===== src/rtl/drone_pkg.sv =====
// Shared constants and encodings for the drone level sequencer.
package drone_pkg;

    localparam int unsigned NIVEL_W  = 2;
    localparam logic [NIVEL_W-1:0] NIVEL_MAX = 2'b11;

    localparam int unsigned ESTADO_W = 3;
    typedef logic [ESTADO_W-1:0] estado_t;

    localparam estado_t ST_INIT         = 3'd0;
    localparam estado_t ST_IDLE         = 3'd1;
    localparam estado_t ST_EXEC         = 3'd2;
    localparam estado_t ST_HOLD         = 3'd3;
    localparam estado_t ST_EMERG_DESCE  = 3'd4;
    localparam estado_t ST_EMERG_ESPERA = 3'd5;
    localparam estado_t ST_POUSADO      = 3'd6;

    typedef enum logic [1:0] {
        CMD_NONE  = 2'd0,
        CMD_SOBE  = 2'd1,
        CMD_DESCE = 2'd2,
        CMD_LOAD  = 2'd3
    } cmd_e;

    // Larger of two unsigned values, used to size the shared wait counter.
    function automatic int unsigned max_u(input int unsigned a, input int unsigned b);
        return (a > b) ? a : b;
    endfunction

endpackage


===== src/rtl/drone_temporizador.sv =====
// Loadable down-counter with zero flag, shared by the hold-off and descent waits.
module drone_temporizador #(
    parameter int unsigned W = 3
) (
    input  logic         clk,
    input  logic         rst,
    input  logic         load_i,
    input  logic [W-1:0] load_val_i,
    input  logic         en_i,
    output logic         zero_c_o
);

    logic [W-1:0] cnt_q;

    // Reload wins over counting; the counter parks at zero.
    always_ff @(posedge clk or posedge rst) begin
        if (rst) begin
            cnt_q <= '0;
        end else if (load_i) begin
            cnt_q <= load_val_i;
        end else if (en_i && (cnt_q != '0)) begin
            cnt_q <= cnt_q - W'(1);
        end
    end

    assign zero_c_o = (cnt_q == '0);

endmodule


===== src/rtl/drone_nivel_controlador.sv =====
// Request arbiter and command sequencer for the drone's 2-bit level counter.
module drone_nivel_controlador
    import drone_pkg::*;
#(
    parameter int unsigned HOLD_CYCLES  = 4,
    parameter int unsigned DESCE_CYCLES = 8
) (
    input  logic               clock,
    input  logic               reset,
    input  logic               emerg,
    input  logic               preset_req,
    input  logic [NIVEL_W-1:0] preset_val,
    input  logic               sobe_req,
    input  logic               desce_req,
    input  logic [NIVEL_W-1:0] nivel,
    output logic               ctr_clr,
    output logic               ctr_ld,
    output logic [NIVEL_W-1:0] ctr_D,
    output logic               ctr_enp,
    output logic               ctr_soma,
    output logic               ctr_sub,
    output logic               ack,
    output logic               rejeitado,
    output logic               ocupado,
    output logic               pousado,
    output logic [ESTADO_W-1:0] estado
);

    localparam int unsigned CNT_MAX = max_u(HOLD_CYCLES, DESCE_CYCLES);
    localparam int unsigned TMR_W   = $clog2(CNT_MAX + 1);
    localparam logic [TMR_W-1:0] HOLD_RELOAD  = TMR_W'(HOLD_CYCLES - 1);
    localparam logic [TMR_W-1:0] DESCE_RELOAD = TMR_W'(DESCE_CYCLES - 1);

    estado_t            state_q, state_d;
    cmd_e               cmd_c;
    logic               rej_d;
    logic               tmr_load_c, tmr_en_c, tmr_zero_c;
    logic [TMR_W-1:0]   tmr_val_c;
    estado_t            emerg_dest_c;

    logic               ctr_clr_d, ctr_ld_d, ctr_enp_d, ctr_soma_d, ctr_sub_d;
    logic               ack_d, ocupado_d, pousado_d;
    logic [NIVEL_W-1:0] ctr_d_d;

    drone_temporizador #(.W(TMR_W)) u_temporizador (
        .clk        (clock),
        .rst        (reset),
        .load_i     (tmr_load_c),
        .load_val_i (tmr_val_c),
        .en_i       (tmr_en_c),
        .zero_c_o   (tmr_zero_c)
    );

    // Next state, request arbitration and Moore output decode of the next state.
    always_comb begin
        state_d      = state_q;
        cmd_c        = CMD_NONE;
        rej_d        = 1'b0;
        tmr_load_c   = 1'b0;
        tmr_val_c    = '0;
        tmr_en_c     = 1'b0;
        emerg_dest_c = (nivel != '0) ? ST_EMERG_DESCE : ST_POUSADO;

        case (state_q)
            ST_INIT: state_d = ST_IDLE;
            ST_IDLE: begin
                if (emerg) begin
                    state_d = emerg_dest_c;
                end else if (preset_req) begin
                    cmd_c   = CMD_LOAD;
                    state_d = ST_EXEC;
                end else if (sobe_req && !desce_req) begin
                    if (nivel == NIVEL_MAX) begin
                        rej_d = 1'b1;
                    end else begin
                        cmd_c   = CMD_SOBE;
                        state_d = ST_EXEC;
                    end
                end else if (desce_req && !sobe_req) begin
                    if (nivel == '0) begin
                        rej_d = 1'b1;
                    end else begin
                        cmd_c   = CMD_DESCE;
                        state_d = ST_EXEC;
                    end
                end
            end
            ST_EXEC: begin
                state_d    = ST_HOLD;
                tmr_load_c = 1'b1;
                tmr_val_c  = HOLD_RELOAD;
            end
            ST_HOLD: begin
                if (emerg) begin
                    state_d = emerg_dest_c;
                end else if (tmr_zero_c) begin
                    state_d = ST_IDLE;
                end else begin
                    tmr_en_c = 1'b1;
                end
            end
            ST_EMERG_DESCE: begin
                state_d    = ST_EMERG_ESPERA;
                tmr_load_c = 1'b1;
                tmr_val_c  = DESCE_RELOAD;
            end
            ST_EMERG_ESPERA: begin
                if (tmr_zero_c) begin
                    state_d = (nivel == '0) ? ST_POUSADO : ST_EMERG_DESCE;
                end else begin
                    tmr_en_c = 1'b1;
                end
            end
            ST_POUSADO: begin
                if (!emerg) begin
                    state_d = ST_IDLE;
                end
            end
            default: state_d = ST_INIT;
        endcase

        ctr_clr_d  = (state_d != ST_INIT);
        ctr_ld_d   = !(cmd_c == CMD_LOAD);
        ctr_d_d    = (cmd_c == CMD_LOAD) ? preset_val : '0;
        ctr_soma_d = (cmd_c == CMD_SOBE);
        ctr_sub_d  = (cmd_c == CMD_DESCE) || (state_d == ST_EMERG_DESCE);
        ctr_enp_d  = ctr_soma_d || ctr_sub_d;
        ack_d      = (state_d == ST_EXEC);
        ocupado_d  = (state_d != ST_IDLE) && (state_d != ST_POUSADO);
        pousado_d  = (state_d == ST_POUSADO);
    end

    // State and registered command/status outputs; reset parks in INIT with clear asserted.
    always_ff @(posedge clock or posedge reset) begin
        if (reset) begin
            state_q   <= ST_INIT;
            ctr_clr   <= 1'b0;
            ctr_ld    <= 1'b1;
            ctr_D     <= '0;
            ctr_enp   <= 1'b0;
            ctr_soma  <= 1'b0;
            ctr_sub   <= 1'b0;
            ack       <= 1'b0;
            rejeitado <= 1'b0;
            ocupado   <= 1'b1;
            pousado   <= 1'b0;
        end else begin
            state_q   <= state_d;
            ctr_clr   <= ctr_clr_d;
            ctr_ld    <= ctr_ld_d;
            ctr_D     <= ctr_d_d;
            ctr_enp   <= ctr_enp_d;
            ctr_soma  <= ctr_soma_d;
            ctr_sub   <= ctr_sub_d;
            ack       <= ack_d;
            rejeitado <= rej_d;
            ocupado   <= ocupado_d;
            pousado   <= pousado_d;
        end
    end

    assign estado = state_q;

endmodule


===== config.mk =====
export PLATFORM = sky130hd
export DESIGN_NAME = drone_nivel_controlador
export DESIGN_NICKNAME = d
export VERILOG_FILES = /design/src/rtl/drone_pkg.sv /design/src/rtl/drone_temporizador.sv /design/src/rtl/drone_nivel_controlador.sv
export SDC_FILE = /design/constraint.sdc
export NUM_CORES = 1
export LEC_CHECK = 0
export ABC_AREA = 1
export BUFFER_PORTS_ARGS = -buffer_cell sky130_fd_sc_hd__buf_2
export CORE_UTILIZATION = 26
export CTS_CLUSTER_DIAMETER = 40
export DETAILED_ROUTE_END_ITERATION = 8
export GPL_TIMING_DRIVEN = 0
export PLACE_DENSITY = 0.49
export RECOVER_POWER = 50
export SETUP_SLACK_MARGIN = 0.3
export SYNTH_ARGS = -nofsm -noshare
export SYNTH_HDL_FRONTEND = slang
export SYNTH_SLANG_ARGS = --single-unit

===== constraint.sdc =====
create_clock -name clock -period 2.2 [get_ports clock]
set_input_delay 0.44 -clock clock [delete_from_list [all_inputs] [get_ports clock]]
set_output_delay 0.44 -clock clock [all_outputs]
set_load 0.1 [all_outputs]

==> flow_summary.json <==
{
  "drtIter0Drc": 25,
  "powerDensity_nw_per_um2": 1630,
  "core_area_sq_um": 3660,
  "fin_util_pct": 32.7,
  "cp-end-kind": "flop",
  "grt_pass1_vias": 812,
  "startpoint": "estado[2]",
  "avgSynthCellArea_sq_um": 7.83,
  "synth_edf_count": 0,
  "die-area_sq_um": 4080,
  "overflow": 0,
  "grt_pass1_wl_um": 3440,
  "rows": 22,
  "setup_viol": 0,
  "clockRootBuffer": "clkbuf_8",
  "drive_above_1_share_pct": 33.1,
  "ant_nets": 0,
  "max-vdd-ir-drop_uv": 308,
  "grt_setup_unrepaired": "false",
  "worstPathArrival_ns": 1.94,
  "synth_flop_cell": "dfrtp_1",
  "firstDrtPassIters": 5,
  "r2r_slack_ns": 0.45,
  "clkSinkCount": 18,
  "ys_types": 24,
  "synth_top_cells_by_area": "dfrtp_1, nand2_1, nor2_1, dfstp_2, inv_1",
  "period_share_pct": 79.7,
  "post_cts_resized": 0,
  "cts.clk_slew.worst_paths_ns": 0.07,
  "viasPerCell": 4.12,
  "reg2reg_from": "estado[2]",
  "synthCells": 127,
  "final_common_cell": "nand2_1",
  "slew_headroom_pct": 55.8,
  "critPathKind": "reg2reg",
  "wl_per_cell_um": 9.32,
  "initial_core_util_pct": 27.2,
  "endpoint": "ctr_enp",
  "antenna_found_initial": 0,
  "synth_warnings": 0,
  "syn_nets": 138,
  "drc_errors": 1,
  "slew_viol_final": 0,
  "die_y_um": 63.9,
  "r2r_cells": 9,
  "ys_seq_area_share_pct": 45.5,
  "crit-reg2reg-capture": "ctr_enp",
  "final_cell_mix": "nand2_1, buf_2, nor2_1",
  "hold_buffers": 0,
  "cts_setup_buffers": 0,
  "syn_to_final_growth_pct": 20.4,
  "worstMarginPinSlew_ns": 0.662,
  "grt_usage_pct": 10.8,
  "hold_path_class": "in2async",
  "p_leak_nw": 0.649,
  "worstPathRequired_ns": 2.39,
  "fin_skew_ns": 0.00542,
  "startpoint_type": "flop",
  "htree_levels": 1,
  "yosys.area.top_type_share_pct": 40.3,
  "cts_tree": "built",
  "async_reset_ff_share_pct": 100,
  "portBuffers": 23,
  "min_period_ns": 1.75,
  "die_w_um": 63.9,
  "violations": "design-rule violations",
  "maxCapViolations": 0,
  "hold_violations": 0,
  "fin_tns_setup_ns": 0,
  "hpwl_um": 1520,
  "cts_made_buffers": 3,
  "dr_total_vias": 833,
  "pin_count": 24,
  "wl_um": 1880,
  "fin_nets": 166,
  "ctsLongestPathBuffers": 2,
  "n_antenna_cell": 0,
  "grt_max_degree": 19,
  "syn_area_sq_um": 995,
  "synth-seq-cells": 18,
  "outcome": "finished with violations",
  "clk-insertion-delay-late_ns": 0.25,
  "gp_congestion": 0.804,
  "timing.fmax_ghz": 0.570,
  "yosys.area.top_type": "dfrtp_1",
  "crit_fanout": 8
}
## metrics by stage
stage	setup WS, ns	power [W]	std cells	instance area, sq um	hold slack (ns)
2_1_floorplan	0.352	0.00157	127	997	0.377
3_3_place_gp	0.616	0.00175	198	1170	0.505
3_5_place_dp	0.590	0.00176	198	1170	0.497
4_1_cts	0.575	0.00203	202	1230	0.299
5_1_grt	0.278	0.00211	202	1200	0.350
6_report	0.447	0.00196	202	1200	0.269
## flip-flops by register name, indices dropped and copies added (netlist names)
name and count:
ocupado 1, u_temporizador.cnt_q 4, ctr_ld 1, ctr_sub 1, ctr_soma 1, pousado 1
ctr_clr 1, ctr_enp 1, ack 1, estado 3, ctr_D 2, rejeitado 1
## synth_stat cells, types with 2 or more instances
cell type	number
dfrtp_1	16
nor2_1	20
nor3_1	3
nor2_2	2
nand3_2	2
a21oi_1	4
o21ai_1	3
nand2_2	4
inv_1	12
dfstp_2	2
nand3_1	7
clkinv_2	2
nor2_4	3
inv_2	5
nand2_1	33
## power by group
part / total, W / internal [W] / switching, W
Clock: 0.000267 / 0.000159 / 0.000108
Combinational: 0.00117 / 0.000268 / 0.000905
Sequential: 0.000517 / 0.000441 / 0.0000758
Total: 0.00196 / 0.000868 / 0.00109
## kinds of logic (layout without fill, tap and decap cells)
logic type	after synthesis	after routing	synth area share, %
compound gates	13	13	9.43
simple gates	75	75	35.2
flops	18	18	45.5
fa+ha+maj	1	1	1.26
buf+inv	20	47	8.55
## cell type report
class	instances	area, sq um
fillers	404	2460
flip-flops and latches	18	455
multi-input cells	89	434
repair buffers	23	115
inverters	19	73.8
well taps	48	60.1
clock buffers	4	55.1
plain buffers	1	3.75
## worst min path at each step
| stage | from | to | slack (ns) |
|---|---|---|---|
| after floorplan | reset | ack | 0.38 |
| after global placement | u_temporizador.cnt_q[2] | u_temporizador.cnt_q[2] | 0.50 |
| after detailed placement | u_temporizador.cnt_q[2] | u_temporizador.cnt_q[2] | 0.50 |
| after CTS | reset | u_temporizador.cnt_q[0] | 0.30 |
| after global routing | reset | u_temporizador.cnt_q[0] | 0.35 |
| final | reset | u_temporizador.cnt_q[0] | 0.27 |
## layer usage
metal | part of all wire, % | vias up | global-route usage [%]
met3 | 2.8 | 2 | 1.61
met1 | 51 | 366 | 14.5
met5 | 0 | - | 0
met2 | 45 | 15 | 16.6
met4 | 1.0 | 0 | 5.97
li1 | - | 450 | -
## critical path, stage by stage, from the launching register on
cell and delay, ns:
dfrtp_1 0.35, clkbuf_1 0.41, inv_2 0.12, nand2_1 0.11, nand2_1 0.05, o22ai_1 0.31
inv_2 0.08, nor2_1 0.11, nand2_1 0.08, nand3_1 0.07
No activity file was read; power rests on OpenSTA's default activity.
